==> src/rtl/proc_mem_pkg.sv <==
// Shared types for the processor data-memory arbiter: read ownership and the read-return tag.
package proc_mem_pkg;

  localparam int unsigned BYTE_W = 8;
  localparam int unsigned STAT_W = 16;

  typedef enum logic {
    OWN_CPU,
    OWN_DISP
  } owner_t;

  typedef struct packed {
    logic         valid;
    owner_t       owner;
    logic [1:0]   byteOff;
  } rd_tag_t;

endpackage

==> src/rtl/rd_tag_pipe.sv <==
// Fixed-depth shift register that carries a read tag alongside the RAM read latency.
module rd_tag_pipe
  import proc_mem_pkg::*;
#(
  parameter int unsigned DEPTH = 1
) (
  input  logic    clk,
  input  logic    rst,
  input  rd_tag_t tagIn,
  output rd_tag_t tagOut
);

  rd_tag_t stages [DEPTH];

  always_ff @(posedge clk) begin
    if (rst) begin
      for (int i = 0; i < int'(DEPTH); i++) begin
        stages[i] <= '0;
      end
    end else begin
      stages[0] <= tagIn;
      for (int i = 1; i < int'(DEPTH); i++) begin
        stages[i] <= stages[i-1];
      end
    end
  end

  assign tagOut = stages[DEPTH-1];

endmodule

==> src/rtl/proc_mem_arbiter.sv <==
// Shares the single-port data RAM between the CPU load/store port and the display byte reader.
// Optional ARB_STATS_EN adds saturating conflict / forced-display-win counters.
module proc_mem_arbiter
  import proc_mem_pkg::*;
#(
  parameter int unsigned ADDR_W        = 16,
  parameter int unsigned DATA_W        = 32,
  parameter int unsigned RD_LAT        = 1,
  parameter int unsigned DISP_MAX_WAIT = 3
) (
  input  logic                clk,
  input  logic                rst,
  input  logic                cpu_req,
  input  logic                cpu_we,
  input  logic [ADDR_W-1:0]   cpu_addr,
  input  logic [DATA_W-1:0]   cpu_wdata,
  output logic                cpu_gnt,
  output logic                cpu_rvalid,
  output logic [DATA_W-1:0]   cpu_rdata,
  input  logic                disp_req,
  input  logic [ADDR_W-1:0]   disp_addr,
  output logic                disp_gnt,
  output logic                disp_rvalid,
  output logic [BYTE_W-1:0]   disp_rdata,
  output logic                mem_en,
  output logic                mem_we,
  output logic [ADDR_W-3:0]   mem_addr,
  output logic [DATA_W-1:0]   mem_wdata,
  input  logic [DATA_W-1:0]   mem_rdata
`ifdef ARB_STATS_EN
  ,
  output logic [STAT_W-1:0]   stat_conflicts,
  output logic [STAT_W-1:0]   stat_forced
`endif
);

  localparam int unsigned WAIT_W = $clog2(DISP_MAX_WAIT + 1);

  logic [WAIT_W-1:0] dispWait;
  logic              bothReq;
  logic              dispForced;
  logic              cpuWin;
  logic              dispWin;
  rd_tag_t           tagIn;
  rd_tag_t           tagOut;
  logic              cpuHit;
  logic              dispHit;
  logic [BYTE_W-1:0] selByte;
  logic [DATA_W-1:0] cpuRdataQ;
  logic [BYTE_W-1:0] dispRdataQ;
  logic [1:0]        unusedAddrBits;

  // The CPU byte offset is irrelevant: it always moves whole words.
  assign unusedAddrBits = cpu_addr[1:0];

  // CPU has priority unless the display has been starved long enough.
  always_comb begin
    bothReq    = cpu_req & disp_req;
    dispForced = bothReq & (dispWait >= WAIT_W'(DISP_MAX_WAIT));
    cpuWin     = ~rst & cpu_req & ~dispForced;
    dispWin    = ~rst & disp_req & (~cpu_req | dispForced);
  end

  assign cpu_gnt   = cpuWin;
  assign disp_gnt  = dispWin;
  assign mem_en    = cpuWin | dispWin;
  assign mem_we    = cpuWin & cpu_we;
  assign mem_addr  = dispWin ? disp_addr[ADDR_W-1:2] : cpu_addr[ADDR_W-1:2];
  assign mem_wdata = cpu_wdata;

  // Starvation counter: counts blocked display cycles, saturating.
  always_ff @(posedge clk) begin
    if (rst) begin
      dispWait <= '0;
    end else if (disp_req & ~dispWin) begin
      if (dispWait < WAIT_W'(DISP_MAX_WAIT)) begin
        dispWait <= dispWait + WAIT_W'(1);
      end
    end else begin
      dispWait <= '0;
    end
  end

  always_comb begin
    tagIn         = '0;
    tagIn.valid   = dispWin | (cpuWin & ~cpu_we);
    tagIn.owner   = dispWin ? OWN_DISP : OWN_CPU;
    tagIn.byteOff = dispWin ? disp_addr[1:0] : 2'b00;
  end

  rd_tag_pipe #(
    .DEPTH (RD_LAT)
  ) uTagPipe (
    .clk    (clk),
    .rst    (rst),
    .tagIn  (tagIn),
    .tagOut (tagOut)
  );

  // Return path: reads in flight while reset is asserted are dropped.
  assign cpuHit  = ~rst & tagOut.valid & (tagOut.owner == OWN_CPU);
  assign dispHit = ~rst & tagOut.valid & (tagOut.owner == OWN_DISP);
  assign selByte = mem_rdata[{tagOut.byteOff, 3'b000} +: BYTE_W];

  always_ff @(posedge clk) begin
    if (rst) begin
      cpuRdataQ  <= '0;
      dispRdataQ <= '0;
    end else begin
      if (cpuHit) begin
        cpuRdataQ <= mem_rdata;
      end
      if (dispHit) begin
        dispRdataQ <= selByte;
      end
    end
  end

  assign cpu_rvalid  = cpuHit;
  assign disp_rvalid = dispHit;
  assign cpu_rdata   = cpuHit ? mem_rdata : cpuRdataQ;
  assign disp_rdata  = dispHit ? selByte : dispRdataQ;

`ifdef ARB_STATS_EN
  logic [STAT_W-1:0] conflictCnt;
  logic [STAT_W-1:0] forcedCnt;

  always_ff @(posedge clk) begin
    if (rst) begin
      conflictCnt <= '0;
      forcedCnt   <= '0;
    end else begin
      if (bothReq && (conflictCnt != {STAT_W{1'b1}})) begin
        conflictCnt <= conflictCnt + STAT_W'(1);
      end
      if (dispForced && (forcedCnt != {STAT_W{1'b1}})) begin
        forcedCnt <= forcedCnt + STAT_W'(1);
      end
    end
  end

  assign stat_conflicts = conflictCnt;
  assign stat_forced    = forcedCnt;
`endif

endmodule

==> config.mk <==
export PLATFORM = sky130hd
export DESIGN_NAME = proc_mem_arbiter
export DESIGN_NICKNAME = d
export VERILOG_FILES = /design/src/rtl/proc_mem_pkg.sv /design/src/rtl/rd_tag_pipe.sv /design/src/rtl/proc_mem_arbiter.sv
export SDC_FILE = /design/constraint.sdc
export NUM_CORES = 1
export LEC_CHECK = 0
export BUFFER_PORTS_ARGS = -buffer_cell sky130_fd_sc_hd__clkbuf_2
export CAP_MARGIN = 20
export CELL_PAD_IN_SITES_DETAIL_PLACEMENT = 1
export CELL_PAD_IN_SITES_GLOBAL_PLACEMENT = 2
export CORE_MARGIN = 1.5
export CORE_UTILIZATION = 21
export CTS_CLUSTER_DIAMETER = 80
export DETAILED_ROUTE_END_ITERATION = 12
export PLACE_DENSITY = 0.85
export SYNTH_ARGS = -nofsm -noshare
export SYNTH_HDL_FRONTEND = slang
export SYNTH_SLANG_ARGS = --single-unit
==> constraint.sdc <==
create_clock -name clk -period 2.1 [get_ports clk]
set_input_delay 0.315 -clock clk [delete_from_list [all_inputs] [get_ports clk]]
set_output_delay 0.315 -clock clk [all_outputs]
set_load 0.05 [all_outputs]
==> flow_summary.toml, run 1 <==
[layout]
layout.cells.non_filler = 459
finish.utilization_pct = 29.6
syn_to_final_growth_pct = 37.4
seq_area_um2 = 922
fin_nets = 418
fillers = 1320
drive_above_1_share_pct = 66.5
multi_input_area_mm2 = 0.00121
antennaDiodeCount = 0

[timing]
max_freq_ghz = 0.488
hold_violations = 0
fin_crit_sh_pct = 97.7
tightest_slew_ns = 0.309
slew_headroom_pct = 79.3
drv_slew = 0
finalSetupViolCount = 0
fin_worst_skew_ns = 0.00853
layout_min_cycle_time_ns = 2.05

[floorplan]
core_mm2 = 0.0114
ios = 193
die_w_um = 111
fp.dieH_um = 111
die-area_mm2 = 0.0123
initial_core_util_pct = 21.5
core.rowCount = 39

[clock_network]
clock-root-buffer = "clkbuf_16"
clk_latency_ns = 0.29
hold_buffers = 0
clock_path_buffers = 2
clock_sinks = 46
cts.clk_slew.worst_paths_ns = 0.06
cts_tree = "built"
htreeDepth = 2
cts_buffers = 5

[global_route]
grt_antenna_before_repair = 0
grt_remaining_overflow = 0
gr-usage-all-layers_pct = 11.7
grt_pass1_wl_um = 11200
grt_max_degree = 34
grt_pass1_vias = 2051

[synth]
syn-num-nets = 314
yosysWarnings = 0
synth_area_leaders = "dfxtp_1, mux2_2, nor2b_1"
syn_area_mm2 = 0.00245
syn_inst = 212
synth_top_area_cell = "dfxtp_1"
ys_seq_elements = 46
synth_cell_type_count = 22
yosysTopAreaCellShare_pct = 37.6
yosysSeqAreaShare_pct = 37.6
syn_avg_cell_area_um2 = 11.5

[critical_path]
cp-start-kind = "register"
reg2reg_slack_ns = 0.56
path_class = "reg2out"
crit_arrival_ns = 1.74
path_max_fanout = 8
critPathRequiredTime_ns = 1.78
cp_slowest_cell = "mux4_2"
critPathMaxStageDelay_ns = 0.50
worstPathCellList = "buf_12 -> mux4_2 -> mux2_2 -> buf_8"
end_kind = "output pin"

[routing]
route.antenna.remaining_nets = 0
wl_per_cell_um = 16.6
drt_iter0_markers = 49
routed_wl_um = 7610
viasPerCell = 4.20
dr.pass1.iters = 2
vias = 1927
route.detailed.drc = 0

[power]
pwr_density_cell_mw_per_mm2 = 671
totalPowerFinal_mw = 2.26
p_leak_nw = 1.62
peakVddDrop_mv = 0.250

[run_status]
status = "finished clean"

[worst_hold_path]
worst_hold_path_type = "in2reg"

[place]
globalplace.congestion = 0.759
dpl.cell_count = 447
port_buffers = 126
hpwlAfterDp_um = 5730

[job]
cap_viol_max_count = 0
-- final timing paths --
path | from | end | depth (start not counted)
min reg2reg | dispWait[0] | dispWait[0] | 1
min | disp_addr[1] | uTagPipe.stages[0][1] | 2
max | uTagPipe.stages[0][0] | disp_rdata[5] | 4
max reg2reg | uTagPipe.stages[0][0] | dispRdataQ[5] | 4
-- report_power, final --
group	internal, mW	leakage, nW	switching, mW	total, mW
Clock	0.436	0.0629	0.334	0.769
Combinational	0.219	1.18	0.361	0.580
Sequential	0.899	0.374	0.00761	0.906
-- Yosys cell counts --
cell type,n
buf_2,1
a211oi_1,1
buf_6,5
buf_4,32
nand3b_1,1
mux2_1,3
nor2b_1,42
buf_1,1
and2_1,3
mux2_4,9
o21ai_2,1
nor2_1,3
nand2_1,1
inv_1,5
and3_1,1
nor3b_4,1
ha_1,1
dfxtp_1,46
mux2_2,42
a21o_1,1
mux4_2,8
clkbuf_1,4
-- layer usage --
layer / track usage (%) / wire, µm / up-vias
met5: 0 / 0 / -
met4: 3.85 / 157 / 0
met3: 3.39 / 582 / 15
met2: 22.3 / 4100 / 108
met1: 12.1 / 2770 / 922
li1: - / - / 882
-- logic make-up (layout without fill, tap and decap cells) --
logic type / Yosys count / in the layout / share of synthesized area (%)
multiplexers: 62 / 62 / 33.6
adder cells (fa/ha/maj): 1 / 1 / 0.511
flip-flops: 46 / 46 / 37.6
buffers and inverters: 48 / 152 / 13.9
AND/OR/NAND/NOR: 52 / 52 / 13.4
AO/OA/AOI/OAI: 3 / 3 / 0.972
-- state kept, by name (all words and copies together) (netlist names) --
name and flops:
uTagPipe.stages 4, cpuRdataQ 32, dispRdataQ 8, dispWait 2
-- stage by stage --
stage                     setup WS [ns]  hold slack, ns  setup TNS, ns  cell area, µm²
after floorplan                   0.150           0.396              0            2460
after global placement            0.162           0.411              0            3060
after detailed placement          0.145           0.421              0            3060
after CTS                        0.0102           0.228              0            3300
after global routing            -0.0120           0.231         -0.101            3360
final                            0.0492           0.234              0            3360
-- layout make-up --
class | count | share of cell area (%)
Sequential cell | 46 | 27.4
Inverter | 5 | 0.558
Multi-Input combinational cell | 118 | 36.0
Timing Repair Buffer | 140 | 26.7
Clock buffer | 6 | 3.83
Clock inverter | 1 | 0.223
Tap cell | 143 | 5.32
-- what timing repair did --
item,CTS,global route
buffers inserted,0,2
setup endpoints to repair,22,45
gates resized for setup,32,22
pin swaps,1,0
gates cloned,1,2
-- critical path, delay by kind of cell (launching register included) --
| kind | cells | cell delay [ns] |
|---|---|---|
| buffers and inverters | 2 | 0.31 |
| flip-flops | 1 | 0.34 |
| multiplexers | 2 | 0.81 |
-- placed cells by master, fill, tap and decap left out, types with 2 or more instances in the layout --
cell / instances
clkbuf_2: 91
dfxtp_1: 45
mux2_2: 42
nor2b_1: 42
buf_4: 13
buf_2: 12
clkbuf_4: 11
mux2_4: 9
mux4_2: 8
clkbuf_16: 6
inv_1: 5
buf_6: 4
mux2_1: 3
nor2_1: 3
and2_1: 3
clkbuf_8: 3
buf_12: 3
buf_8: 2
Power figures use the tool's default switching activity.
==> run 2, diff against run 1 <==
--- a/config.mk
+++ b/config.mk
@@ -9,11 +9,13 @@
 export CAP_MARGIN = 20
 export CELL_PAD_IN_SITES_DETAIL_PLACEMENT = 1
 export CELL_PAD_IN_SITES_GLOBAL_PLACEMENT = 2
-export CORE_MARGIN = 1.5
+export CORE_MARGIN = 10
 export CORE_UTILIZATION = 21
 export CTS_CLUSTER_DIAMETER = 80
 export DETAILED_ROUTE_END_ITERATION = 12
 export PLACE_DENSITY = 0.85
+export REMOVE_ABC_BUFFERS = 1
+export SLEW_MARGIN = 20
 export SYNTH_ARGS = -nofsm -noshare
 export SYNTH_HDL_FRONTEND = slang
 export SYNTH_SLANG_ARGS = --single-unit
==> run 2 against run 1 <==
Effect of this change: critical path type unchanged; power is 4.8% higher; largest cell class unchanged; largest power group unchanged; design area increased by 0.82%; clock skew is 0.0020 ns higher; final cell count decreased by 0.65%.
==> flow_summary.toml, run 2 (synthesized netlist as in run 1, its figures left out) <==
[layout]
syn_to_final_growth_pct = 38.5
layout.cells.non_filler = 456
regMostFlops = "cpuRdataQ"
final_cell_mix = "clkbuf_2, dfxtp_1, nor2b_1"
fin_nets = 414
largest_reg_flops = 32
reg_top3 = "cpuRdataQ x32, dispRdataQ x8, uTagPipe.stages x4"
drive_above_1_share_pct = 65.2
final_common_cell = "clkbuf_2"
antennaDiodeCount = 0

[global_route]
grt_pass1_wl_um = 13000
grt_remaining_overflow = 0
grt_pass1_vias = 2252
gr-usage-all-layers_pct = 10.1
grt_antenna_before_repair = 0
grt_max_degree = 26

[floorplan]
core_mm2 = 0.0114
initial_core_util_pct = 21.4
die_w_um = 128
core.rowCount = 39
die-area_mm2 = 0.0164
ios = 193
fp.dieH_um = 128

[critical_path]
crit_path_start = "uTagPipe.stages[0][0]"
ff2ff_path_depth = 4
path_class = "reg2out"
reg2reg_slack_ns = 0.53
path_max_fanout = 8
crit_end = "disp_rdata[7]"
end_kind = "output pin"
critPathRequiredTime_ns = 1.78
crit_arrival_ns = 1.77
cp-start-kind = "register"
r2r-end = "dispRdataQ[3]"
r2r-start = "uTagPipe.stages[0][0]"

[routing]
wl_per_cell_um = 18.9
route.detailed.drc = 0
dr.pass1.iters = 4
drt_iter0_markers = 44
route.antenna.remaining_nets = 0
viasPerCell = 4.17
routed_wl_um = 8620
vias = 1902

[place]
dpl.cell_count = 446
hpwlAfterDp_um = 7050
globalplace.congestion = 0.719
port_buffers = 126

[timing]
timing.hold.ws_ns = 0.229
layout_min_cycle_time_ns = 2.08
drv_slew = 0
fin_worst_skew_ns = 0.0105
slew_headroom_pct = 79.0
finalSetupViolCount = 0
rsz0062_at_grt = "true"
max_freq_ghz = 0.480
tightest_slew_ns = 0.313
fin_crit_sh_pct = 99.2
tns_ns = 0
hold_violations = 0

[power]
peakVddDrop_mv = 0.319
p_leak_nw = 1.63
pwr_density_cell_mw_per_mm2 = 697

[run_status]
status = "finished clean"

[clock_network]
htreeDepth = 2
cts.clk_slew.worst_paths_ns = 0.07
cts_tree = "built"
clk_latency_ns = 0.29
clock-root-buffer = "clkbuf_16"
cts_buffers = 5
clock_path_buffers = 2
hold_buffers = 0
clock_sinks = 46

[worst_hold_path]
hold_start = "disp_addr[1]"
worst_hold_path_type = "in2reg"

[job]
cap_viol_max_count = 0
## run 2: final cells by class
type                            count  area [µm²]
Clock buffer                        7         133
Multi-Input combinational cell    118        1200
Inverter                            5        18.8
Fill cell                        1310        8030
Timing Repair Buffer              136         910
Sequential cell                    46         922
Clock inverter                      1        30.0
Tap cell                          143         179
## run 2: metal layers
| layer | GRT usage, % | share of wire, % | vias to the layer above |
|---|---|---|---|
| li1 | - | - | 876 |
| met4 | 1.19 | 0.42 | 0 |
| met1 | 11.9 | 42 | 895 |
| met2 | 15.1 | 43 | 128 |
| met3 | 7.15 | 14 | 3 |
| met5 | 0 | 0 | - |
## run 2: worst max-delay path, stage by stage, from the launching register on
cell and delay, ns:
dfxtp_2 0.34, buf_12 0.15, mux4_2 0.52, mux2_4 0.30, clkbuf_16 0.17
## run 2: worst min-delay path by stage
stage,end,cells after the start
global placement,dispWait[0],1
floorplan,cpuRdataQ[0],1
detailed placement,dispWait[0],1
finish,uTagPipe.stages[0][1],2
global route,uTagPipe.stages[0][1],2
CTS,uTagPipe.stages[0][1],2
## run 2: where the power goes
group	total [mW]	leakage [nW]	internal, mW	switching (mW)
combinational	0.563	1.18	0.208	0.355
clock	0.894	0.0781	0.563	0.330
sequential	0.906	0.374	0.899	0.00734
## run 2: metrics by stage
step / util, % / instance area (µm²) / setup WS (ns) / power (mW)
floorplan: - / 2130 / -0.567 / 1.29
global placement: 27.1 / 3090 / -0.0114 / 1.47
detailed placement: 27.1 / 3090 / -0.0712 / 1.49
CTS: 29.6 / 3380 / -0.00872 / 2.41
global route: 29.7 / 3390 / -0.0433 / 2.48
finish: 29.7 / 3390 / 0.0161 / 2.36
## run 2: what timing repair did
item | in CTS | in global routing
resized for setup | 21 | 38
pin swaps | 1 | 0
setup buffers | 2 | 0
setup endpoints to repair | 25 | 39
==> run 3, diff against run 2 <==
--- a/config.mk
+++ b/config.mk
@@ -5,15 +5,16 @@
 export SDC_FILE = /design/constraint.sdc
 export NUM_CORES = 1
 export LEC_CHECK = 0
+export ABC_AREA = 1
 export BUFFER_PORTS_ARGS = -buffer_cell sky130_fd_sc_hd__clkbuf_2
 export CAP_MARGIN = 20
 export CELL_PAD_IN_SITES_DETAIL_PLACEMENT = 1
 export CELL_PAD_IN_SITES_GLOBAL_PLACEMENT = 2
-export CORE_MARGIN = 10
+export CORE_MARGIN = 1
 export CORE_UTILIZATION = 21
 export CTS_CLUSTER_DIAMETER = 80
 export DETAILED_ROUTE_END_ITERATION = 12
-export PLACE_DENSITY = 0.85
+export PLACE_DENSITY = 0.88
 export REMOVE_ABC_BUFFERS = 1
 export SLEW_MARGIN = 20
 export SYNTH_ARGS = -nofsm -noshare
==> run 3 against run 2 <==
Effect of this change: first-iteration DRC count grew 75%; clock-buffer cell count unchanged; critical path type unchanged; highest routed layer unchanged; critical path depth increased by 4.
==> flow_summary.toml, run 3 <==
[global_route]
grt_antenna_before_repair = 0
grt_pass1_vias = 2975
grt_max_degree = 41
grt_remaining_overflow = 0
gr-usage-all-layers_pct = 13.6
grt_pass1_wl_um = 15200

[power]
swShare_pct = 37.1
pwr_density_cell_mw_per_mm2 = 644
pwr-share-comb_pct = 32.5
seq_power_share_pct = 36.7
peakVddDrop_mv = 0.275
p_sw_mw = 0.935
p_clk_share_pct = 30.8
p_int_mw = 1.59
totalPowerFinal_mw = 2.52
p_leak_nw = 2.36

[timing]
slew_headroom_pct = 58.5
timing.hold.ws_ns = 0.226
hold_violations = 0
fin_crit_sh_pct = 96.1
max_freq_ghz = 0.495
fin_worst_skew_ns = 0.00418
drv_slew = 0
finalSetupViolCount = 0
tns_ns = 0
rsz0062_at_grt = "true"
layout_min_cycle_time_ns = 2.02
tightest_slew_ns = 0.623

[clock_network]
clock_sinks = 46
cts.clk_slew.worst_paths_ns = 0.07
cts_tree = "built"
clk_latency_ns = 0.28
clock-root-buffer = "clkbuf_16"
htreeDepth = 2
hold_buffers = 0
cts_buffers = 5
clock_path_buffers = 2

[routing]
routed_wl_um = 9920
route.detailed.drc = 0
vias = 2916
dr.pass1.iters = 4
viasPerCell = 4.02
wl_per_cell_um = 13.7
drt_iter0_markers = 77
route.antenna.remaining_nets = 0

[place]
port_buffers = 126
globalplace.congestion = 0.704
placed_area_mm2 = 0.00369
hpwlAfterDp_um = 7720

[synth]
ys_seq_elements = 46
synth_edf_count = 0
synth_top_area_cell = "dfxtp_1"
ys_async_sr_fraction_pct = 0
syn_inst = 452
synthTopCellsByCount = "inv_1, nand2_1, dfxtp_1"
synth_cell_type_count = 23
synth_most_common_cell = "inv_1"
yosysTopAreaCellShare_pct = 30.4
syn_avg_cell_area_um2 = 6.71
synth_area_leaders = "dfxtp_1, inv_1, nand2_1"
yosysWarnings = 0
syn_area_mm2 = 0.00303
yosysSeqAreaShare_pct = 30.4
synth_ff_type = "dfxtp_1"

[layout]
regMostFlops = "cpuRdataQ"
final_cell_mix = "inv_1, clkbuf_2, nand2_1"
final_common_cell = "inv_1"
antennaDiodeCount = 0
fin_nets = 647
finish.utilization_pct = 28.0
drive_above_1_share_pct = 45.5
syn_to_final_growth_pct = 29.1
final_area_mm2 = 0.00392
reg_top3 = "cpuRdataQ x32, dispRdataQ x8, uTagPipe.stages x4"
largest_reg_flops = 32

[critical_path]
cp_top_family = "buffers and inverters"
cp_slowest_cell = "dfxtp_2"
crit_top_cell = "nand2_1"
cp-start-kind = "register"
critPathMaxStageDelay_ns = 0.36
path_max_fanout = 19
path_buf_inv = 3
worstPathCellList = "ha_4 -> inv_1 -> o21ai_2 -> nand3_4 -> buf_8 -> nand2_1 -> nand2_1 -> clkbuf_4"
critPathRequiredTime_ns = 1.78
path_class = "reg2out"
end_kind = "output pin"
crit_arrival_ns = 1.70

[floorplan]
core_mm2 = 0.0140
fp.dieH_um = 122
core.rowCount = 43
initial_core_util_pct = 21.7
die_w_um = 122
ios = 193
die-area_mm2 = 0.0149

[run_status]
status = "finished clean"

[worst_hold_path]
worst_hold_path_type = "in2reg"

[job]
cap_viol_max_count = 0
-- run 3: cell types whose count changed after synthesis, moves of 7 or more --
cell | previous run | this run
o21ai_2 | 1 | 33
or2_2 | 0 | 7
nand2_2 | 0 | 28
mux4_2 | 8 | 0
nand3_1 | 0 | 25
mux2_4 | 9 | 0
mux2_2 | 42 | 0
nor2b_1 | 42 | 0
nor2_2 | 0 | 27
nand2_1 | 1 | 91
inv_1 | 5 | 115
nor2_1 | 3 | 18
-- run 3: final cells by class --
cell class | instances | area, µm²
sequential | 46 | 923
fill | 1810 | 10100
timing repair buffer | 137 | 875
clock buffer | 7 | 133
tap | 180 | 225
multi-input combinational | 236 | 1300
inverter | 118 | 448
timing repair inverter | 1 | 7.51
-- run 3: repair_timing --
action	4_1_cts	5_1_grt
setup buffers	0	1
setup endpoints to repair	15	18
cloned	1	0
resized for setup	19	17
pin swaps	1	5
-- run 3: stage by stage --
| step | cells | setup WS [ns] |
|---|---|---|
| CTS | 724 | 0.00181 |
| floorplan | 400 | -0.440 |
| global placement | 716 | 0.233 |
| detailed placement | 716 | 0.203 |
| global route | 725 | -0.0174 |
| finish | 725 | 0.0817 |
-- run 3: power by group through the flow --
stage	clock network [mW]	registers, mW	logic, mW
4_1_cts	0.814	0.925	0.830
5_1_grt	0.847	0.928	0.889
2_1_floorplan	0	0.943	0.549
3_3_place_gp	0	0.942	0.793
3_5_place_dp	0	0.945	0.812
6_report	0.777	0.925	0.820
-- run 3: kinds of logic after synthesis --
group           Yosys count  share of synthesized area [%]
simple gates            199                           31.4
fa+ha+maj                 1                          0.413
flops                    46                           30.4
buf+inv                 170                           27.7
xor+xnor                  1                          0.289
compound gates           35                           9.86
-- run 3: path summary, 6_finish.rpt --
| check | cells after the start | from | end | slack (ns) |
|---|---|---|---|---|
| setup / recovery | 8 | dispWait[1] | mem_addr[4] | 0.08 |
| hold / removal | 3 | disp_addr[1] | uTagPipe.stages[0][1] | 0.23 |
| setup reg to reg | 6 | dispWait[1] | uTagPipe.stages[0][1] | 0.84 |
| hold reg to reg | 2 | dispWait[1] | dispWait[1] | 0.51 |
-- run 3: routing by layer --
metal	part of all wire (%)	vias to the layer above	routed length [µm]	track usage [%]
li1	-	1449	-	-
met1	41	1313	4070	15.2
met2	46	152	4590	22.6
met3	12	2	1210	7.44
met4	0.46	0	46	2.74
met5	0	-	0	1.39
-- run 3: worst min-delay path: stages --
cell      delay, ns
clkbuf_2       0.08
inv_1          0.04
nor2_1         0.04
